`src/rtl/regfile_pkg.sv`:
```
// rtl/regfile_pkg.sv - shared defaults and address-width helper for the bypass register file
package regfile_pkg;

    localparam int DEFAULT_WIDTH = 64;
    localparam int DEFAULT_DEPTH = 32;

    // Index width for a file of 'depth' registers; never narrower than one bit.
    function automatic int addr_width(input int depth);
        return (depth > 1) ? $clog2(depth) : 1;
    endfunction

endpackage

```
`src/rtl/enabled_reg.sv`:
```
// rtl/enabled_reg.sv - WIDTH-bit register with load enable and async active-low reset
//   clk   : rising-edge clock
//   reset : asynchronous active-low clear
//   en    : load d on the next rising edge
//   d, q  : data in / registered data out
module enabled_reg #(
    parameter int WIDTH = 64
) (
    input  logic             clk,
    input  logic             reset,
    input  logic             en,
    input  logic [WIDTH-1:0] d,
    output logic [WIDTH-1:0] q
);

    logic [WIDTH-1:0] q_q;
    logic [WIDTH-1:0] q_d;

    always_comb begin
        q_d = q_q;
        if (en) begin
            q_d = d;
        end
    end

    always_ff @(posedge clk or negedge reset) begin
        if (!reset) begin
            q_q <= '0;
        end else begin
            q_q <= q_d;
        end
    end

    assign q = q_q;

endmodule

```
`src/rtl/bypass_regfile.sv`:
```
// rtl/bypass_regfile.sv - 2-read/1-write register file with write bypass and pending scoreboard
//   clk, reset            : rising-edge clock, asynchronous active-low reset
//   wr_en/wr_addr/wr_data : write port (also retires the pending bit of wr_addr)
//   rd_addr1/2, rd_data1/2: combinational read ports
//   claim_en/claim_addr   : marks a register as having an in-flight producer
//   busy1/busy2           : pending flag of the register addressed by each read port
module bypass_regfile
    import regfile_pkg::*;
#(
    parameter int WIDTH    = DEFAULT_WIDTH,
    parameter int DEPTH    = DEFAULT_DEPTH,
    parameter int ZERO_REG = DEPTH - 1,
    parameter int BYPASS   = 1,
    localparam int AW      = addr_width(DEPTH)
) (
    input  logic             clk,
    input  logic             reset,
    input  logic             wr_en,
    input  logic [AW-1:0]    wr_addr,
    input  logic [WIDTH-1:0] wr_data,
    input  logic [AW-1:0]    rd_addr1,
    input  logic [AW-1:0]    rd_addr2,
    output logic [WIDTH-1:0] rd_data1,
    output logic [WIDTH-1:0] rd_data2,
    input  logic             claim_en,
    input  logic [AW-1:0]    claim_addr,
    output logic             busy1,
    output logic             busy2
);

    // An out-of-range ZERO_REG means every index is an ordinary register.
    localparam bit HAS_ZERO = (ZERO_REG >= 0) && (ZERO_REG < DEPTH);

    function automatic logic is_zero(input logic [AW-1:0] a);
        return HAS_ZERO && (int'(a) == ZERO_REG);
    endfunction

    logic [WIDTH-1:0] regs [DEPTH];
    logic [DEPTH-1:0] pending_q;
    logic [DEPTH-1:0] pending_d;
    logic             byp1;
    logic             byp2;

    for (genvar i = 0; i < DEPTH; i++) begin : g_reg
        if (HAS_ZERO && (i == ZERO_REG)) begin : g_zero
            assign regs[i] = '0;
        end else begin : g_live
            logic en;
            assign en = wr_en && (wr_addr == AW'(i));
            enabled_reg #(.WIDTH(WIDTH)) u_reg (
                .clk   (clk),
                .reset (reset),
                .en    (en),
                .d     (wr_data),
                .q     (regs[i])
            );
        end
    end

    // Claim is applied after the write-clear so a same-edge claim and write
    // to one register leaves it pending: the new producer wins.
    always_comb begin
        pending_d = pending_q;
        if (wr_en) begin
            pending_d[wr_addr] = 1'b0;
        end
        if (claim_en && !is_zero(claim_addr)) begin
            pending_d[claim_addr] = 1'b1;
        end
    end

    always_ff @(posedge clk or negedge reset) begin
        if (!reset) begin
            pending_q <= '0;
        end else begin
            pending_q <= pending_d;
        end
    end

    // Forwarding is gated by reset so reads stay zero while reset is held.
    always_comb begin
        byp1     = (BYPASS != 0) && reset && wr_en && (wr_addr == rd_addr1) && !is_zero(rd_addr1);
        byp2     = (BYPASS != 0) && reset && wr_en && (wr_addr == rd_addr2) && !is_zero(rd_addr2);
        rd_data1 = byp1 ? wr_data : regs[rd_addr1];
        rd_data2 = byp2 ? wr_data : regs[rd_addr2];
        busy1    = pending_q[rd_addr1] && !byp1;
        busy2    = pending_q[rd_addr2] && !byp2;
    end

endmodule

```
`config.mk`:
```
export PLATFORM = sky130hd
export DESIGN_NAME = bypass_regfile
export DESIGN_NICKNAME = d
export VERILOG_FILES = /design/src/rtl/regfile_pkg.sv /design/src/rtl/enabled_reg.sv /design/src/rtl/bypass_regfile.sv
export SDC_FILE = /design/constraint.sdc
export NUM_CORES = 2
export LEC_CHECK = 0
export BUFFER_PORTS_ARGS = -buffer_cell sky130_fd_sc_hd__buf_2
export CAP_MARGIN = 20
export CELL_PAD_IN_SITES_DETAIL_PLACEMENT = 1
export CELL_PAD_IN_SITES_GLOBAL_PLACEMENT = 2
export CORE_MARGIN = 2
export CORE_UTILIZATION = 40
export DETAILED_ROUTE_END_ITERATION = 8
export PLACE_DENSITY_LB_ADDON = 0.15
export SYNTH_ARGS = -nofsm -noshare
export SYNTH_HDL_FRONTEND = slang
export SYNTH_SLANG_ARGS = --single-unit
```
`constraint.sdc`:
```
create_clock -name clk -period 8.3 [get_ports clk]
set_input_delay 1.66 -clock clk [delete_from_list [all_inputs] [get_ports clk]]
set_output_delay 1.66 -clock clk [all_outputs]
set_load 0.01 [all_outputs]
```
# ---- After elaboration in Yosys (flattened, before gate mapping)
# Index checks and enable logic that the tools add are counted.
dict set report op_classes {
  add_sub_neg 0
  multipliers 0
  div 0
  n_lt_le_gt_ge 8
  n_eq_ne 35
  shift 0
  mux 18
  n_bitwise 5
  n_reduce_logical 47
}
# cell count
set op_table {}
lappend op_table {{64-bit binary-select mux with 5-bit select} 2}
lappend op_table {{64-bit 2-to-1 mux} 6}
lappend op_table {{5-bit == test, second input constant} 15}
lappend op_table {{32-bit 2-to-1 mux} 2}
lappend op_table {{1-bit logical AND} 41}
lappend op_table {{5-bit by 4-bit == test with 1-bit output, second input constant} 8}
lappend op_table {{32-bit AND} 1}
lappend op_table {{32-bit NOT} 1}
lappend op_table {{32-bit bitwise OR} 1}
lappend op_table {{5-bit by 6-bit less-than comparator with 1-bit output, second input constant} 4}
lappend op_table {{5-bit by 1-bit == test with 1-bit output, second input constant} 4}
lappend op_table {{5-bit by 3-bit == test with 1-bit output, second input constant} 4}
lappend op_table {{6-bit >= comparator, second input constant} 2}
lappend op_table {{5-bit NOT with 6-bit output} 2}
lappend op_table {{1-bit binary-select mux with 5-bit select} 2}
lappend op_table {{1-bit demux with 5-bit select} 2}
lappend op_table {{5-bit by 2-bit == test with 1-bit output, second input constant} 2}
lappend op_table {{5-bit == test} 2}
lappend op_table {{5-bit by 1-bit >= comparator with 1-bit output, second input constant} 2}
lappend op_table {{1-bit logical NOT} 5}
lappend op_table {{5-bit logical NOT} 1}
lappend op_table {{1-bit 2-to-1 mux} 4}
dict set report word_totals {
  register_bits 2016
  latch_bits 0
  ramBits 0
  romBits 0
  inputBits 88
  output_inout_bits 130
  n_memories 0
}

# ---- Depth between registers and ports, before layout
dict set report logic_depth {
  ltp_word 9
  mapped_depth 10
  ltp_nobuf 5
}

# ---- Cells and area by module
# From an unflattened synthesis, not the netlist that was laid out.
dict set report unflattened {
  hier_cells 7383
  hier_area_um2 117288.7
}
# mod instances cells_each area_each_um2 seq_area_each_um2
set by_module_without_submodules {}
lappend by_module_without_submodules {enabled_reg 31 135 2678.8 1601.5}
lappend by_module_without_submodules {bypass_regfile 1 3198 34245.3 800.8}

# ---- Least setup slack after synthesis
# Ideal clock, no wire load.
dict set report synth_timing {
  path_kind {input to output}
  start {in rd_addr2[1]}
  end {out rd_data2[1]}
  arrival_time_ns 3.323
  slack_ns 3.317
  stages 8
  path_buffers 4
  path_cell_list {buf_2 buf_4 buf_2 buf_1 mux4_2 a22oi_1 nand3_1 a22o_1}
}
dict set report synth_between {
  elab_chain_cells 5
}
# element line_no
set synth_lines {}
lappend synth_lines {{start: declaration} bypass_regfile.sv:22} ;# input logic [AW-1:0] rd_addr2,
lappend synth_lines {{5-bit NOT with 6-bit output (implied by the code)} bypass_regfile.sv:85} ;# rd_data2 = byp2 ? wr_data : regs[rd_addr2];
lappend synth_lines {{64-bit binary-select mux with 5-bit select} bypass_regfile.sv:85}
lappend synth_lines {{64-bit 2-to-1 mux (implied by the code) (2 in series)} bypass_regfile.sv:85}
lappend synth_lines {{64-bit 2-to-1 mux *} bypass_regfile.sv:85}
lappend synth_lines {{end: declaration} bypass_regfile.sv:24} ;# output logic [WIDTH-1:0] rd_data2,
# Mark *: on every way between the ends. The rest lies on a longest branch, timed or not. The select of a mux whose other input is x is not followed.

# ---- Worst setup path in the final report
dict set report layout_timing {
  start {in rd_addr2[3]}
  end {out rd_data2[30]}
}
# The elaborated chain is that of the path after synthesis.

==> impl_metrics.env <==
export IMPL_synth_cells=7822
export IMPL_fin_ws_ns=1.39
export IMPL_ys_warn_count=0
export IMPL_yosys_register_bits=2016
export IMPL_final_cell_mix="2130 x mux2_2, 2016 x dfrtp_1, 727 x mux4_2"
export IMPL_antenna_found_initial=65
export IMPL_worstMarginPinSlew_ns=1.21
export IMPL_wl_per_cell_um=37.4
export IMPL_period_needed_ns=6.91
export IMPL_final_area_um2=122000
export IMPL_cp_end_kind="primary output"
export IMPL_fillers=26700
export IMPL_register_area_um2=50400
export IMPL_p_total_w=0.0306
export IMPL_vias=74200
export IMPL_clock_root_buffer="clkbuf_16"
export IMPL_start_kind="primary input"
export IMPL_leakagePower_nw=52.5
export IMPL_postRouteAntennaNets=0
export IMPL_fp_dieH_um=528
export IMPL_die_area_um2=278000
export IMPL_setup_viol=0
export IMPL_arrival_ns=5.25
export IMPL_min_period_over_period=0.833
export IMPL_core_um2=273000
export IMPL_ir_worst_vdd_uv=184
export IMPL_grt_max_degree=135
export IMPL_grt_first_pass_wirelength_mm=614
export IMPL_power_density_nw_per_um2=251
export IMPL_routed_via_density=6.49
export IMPL_area_delta_synth_final_pct=11.0
export IMPL_rr_endpoint="g_reg[21].g_live.u_reg.q[31]"
export IMPL_slew_viol_final=0
export IMPL_multiInputGateArea_um2=55100
export IMPL_rr_startpoint="g_reg[21].g_live.u_reg.q[31]"
export IMPL_cap_violations=0
export IMPL_worstSetupEndpoint="rd_data2[30]"
export IMPL_skew_ns=0
export IMPL_gp_congestion=0.803
export IMPL_cts_setup_buffers=0
export IMPL_criticalPathCategory="in -> out"
export IMPL_seq_area_frac_synth=0.460
export IMPL_drtPass1Iterations=5
export IMPL_grtUsageTotal=0.305
export IMPL_dp_cells=11000
export IMPL_r2r_cells=1
export IMPL_clkTransAtPathRegs_ns=0.05
export IMPL_synth_main_ff_cell="dfrtp_1"
export IMPL_fmax_ghz=0.145
export IMPL_final_common_cell="mux2_2"
export IMPL_grt_overflow=0
export IMPL_status="finished, final reports clean"
export IMPL_synth_edf_count=0
export IMPL_worstHoldStart="g_reg[22].g_live.u_reg.q[60]"
export IMPL_ctsResizeCount=0
export IMPL_io_buffers=217
export IMPL_cts_sinks=2016
export IMPL_synthesis_nets=7910
export IMPL_async_flop_share=1.00
export IMPL_netlist_area_um2=110000
export IMPL_critPathLaunch="rd_addr2[3]"
export IMPL_ctsHoldBuffers=0
export IMPL_cts_made_buffers=241
export IMPL_nNetsFinal=7711
export IMPL_crit_required_ns=6.64
export IMPL_cp_max_fo=46
export IMPL_synth_area_per_cell_um2=14.0
export IMPL_cts_buffer_depth=4
export IMPL_ios=218
export IMPL_start_util=0.401
export IMPL_max_slew_margin=0.192
export IMPL_insertion_delay_ns=0.92
export IMPL_dp_hpwl_mm=247
export IMPL_reg2reg_slack_ns=7.48
export IMPL_stdcell_count=11400
export IMPL_rows=192
export IMPL_drive_gt1_frac=0.484
export IMPL_synth_cell_type_count=57
export IMPL_place_ws_ns=1.42
export IMPL_cts_tree="yes"
export IMPL_htree_levels=4
export IMPL_grt_pass1_vias=78500
export IMPL_placed_area_um2=114000
export IMPL_dieWidth_um=528
export IMPL_min_path_type="reg -> reg"
export IMPL_drtIter0Drc=6308
export IMPL_rsz0062_at_grt="no"
export IMPL_drcViolationCount=0
export IMPL_final_hold_viol_count=0
export IMPL_routed_wl_mm=427
export IMPL_finalSetupTns_ns=0
synthesized netlist by cell type (5+ instances only):
| master | count | area [um2] |
|---|---|---|
| o21ai_0 | 137 | 686 |
| mux2i_1 | 326 | 3260 |
| a2bb2oi_1 | 15 | 131 |
| nand3_1 | 55 | 275 |
| nor2_1 | 152 | 571 |
| inv_1 | 58 | 218 |
| a22oi_1 | 97 | 728 |
| a211oi_1 | 110 | 826 |
| clkbuf_1 | 401 | 1510 |
| nand2b_1 | 10 | 62.6 |
| mux2_1 | 57 | 642 |
| o221a_1 | 10 | 113 |
| a31oi_1 | 46 | 288 |
| mux2_2 | 2130 | 24000 |
| nor3_1 | 9 | 45.0 |
| nand2_1 | 97 | 364 |
| a211o_1 | 108 | 946 |
| buf_6 | 11 | 124 |
| xnor2_1 | 7 | 61.3 |
| buf_2 | 333 | 1670 |
| a21oi_1 | 127 | 636 |
| nand3b_1 | 25 | 188 |
| o22ai_1 | 238 | 1490 |
| buf_4 | 101 | 758 |
| o221ai_1 | 48 | 420 |
| nor2_2 | 8 | 50.1 |
| a22o_1 | 58 | 508 |
| o211ai_1 | 63 | 473 |
| buf_1 | 29 | 109 |
| o221a_2 | 52 | 586 |
| mux4_2 | 727 | 16400 |
| nor2b_1 | 117 | 732 |
| dfrtp_1 | 2016 | 50400 |
| nor3b_1 | 5 | 37.5 |
metal layers:
metal	GRT usage	vias to the layer above	routed length (um)
met5	0	-	242
met4	0.0925	40	13100
met3	0.0524	687	26400
met2	0.487	2460	200000
met1	0.426	41300	187000
li1	-	29700	-
state kept, by name (all words and copies together) (netlist names):
name	flops
g.g_live.u_reg.q	1984
pending_q	32
power breakdown:
group	total, W	switching (W)	internal, W	leakage [nW]
clock network	0.0109	0.00441	0.00652	4.00
registers	0.0132	0.00145	0.0118	25.7
logic	0.00644	0.00286	0.00358	22.8
logic make-up after synthesis:
group,count (synthesis),synth area share
AO/OA/AOI/OAI,1121,0.0724
multiplexers,3240,0.404
flip-flops,2016,0.460
AND/OR/NAND/NOR,504,0.0232
XOR/XNOR,8,0.000639
buffers and inverters,933,0.0400
critical path, cell delays in order:
cell	delay, ns
buf_6	0.60
and2_1	1.00
buf_4	0.29
a22oi_1	0.09
a21oi_1	0.19
a21oi_1	0.08
a21oi_1	0.94
buf_2	0.30
area by class of cell:
class                      count  area share
clock buffer                 368      0.0601
inverter                      58     0.00179
sequential                  2016       0.414
clock inverter                60     0.00609
antenna                       25    0.000514
multi-input combinational   4873       0.453
timing repair buffer         433      0.0277
tap                         3589      0.0369
metrics by stage:
step | util | hold slack [ns]
after floorplan | - | 0.462
after detailed placement | 0.416 | 0.498
after global placement | 0.416 | 0.484
after CTS | 0.445 | 0.506
final | 0.446 | 0.503
after global routing | 0.446 | 0.529
how the worst min path moves through the flow:
stage | end | slack (ns) | cells past startpoint
after floorplan | pending_q[20] | 0.46 | 2
after global placement | g_reg[3].g_live.u_reg.q[58] | 0.48 | 1
after detailed placement | g_reg[22].g_live.u_reg.q[60] | 0.50 | 1
after CTS | g_reg[22].g_live.u_reg.q[60] | 0.51 | 1
after global routing | g_reg[3].g_live.u_reg.q[58] | 0.53 | 1
final | g_reg[22].g_live.u_reg.q[60] | 0.50 | 1
(Power assumes the default switching activity.)
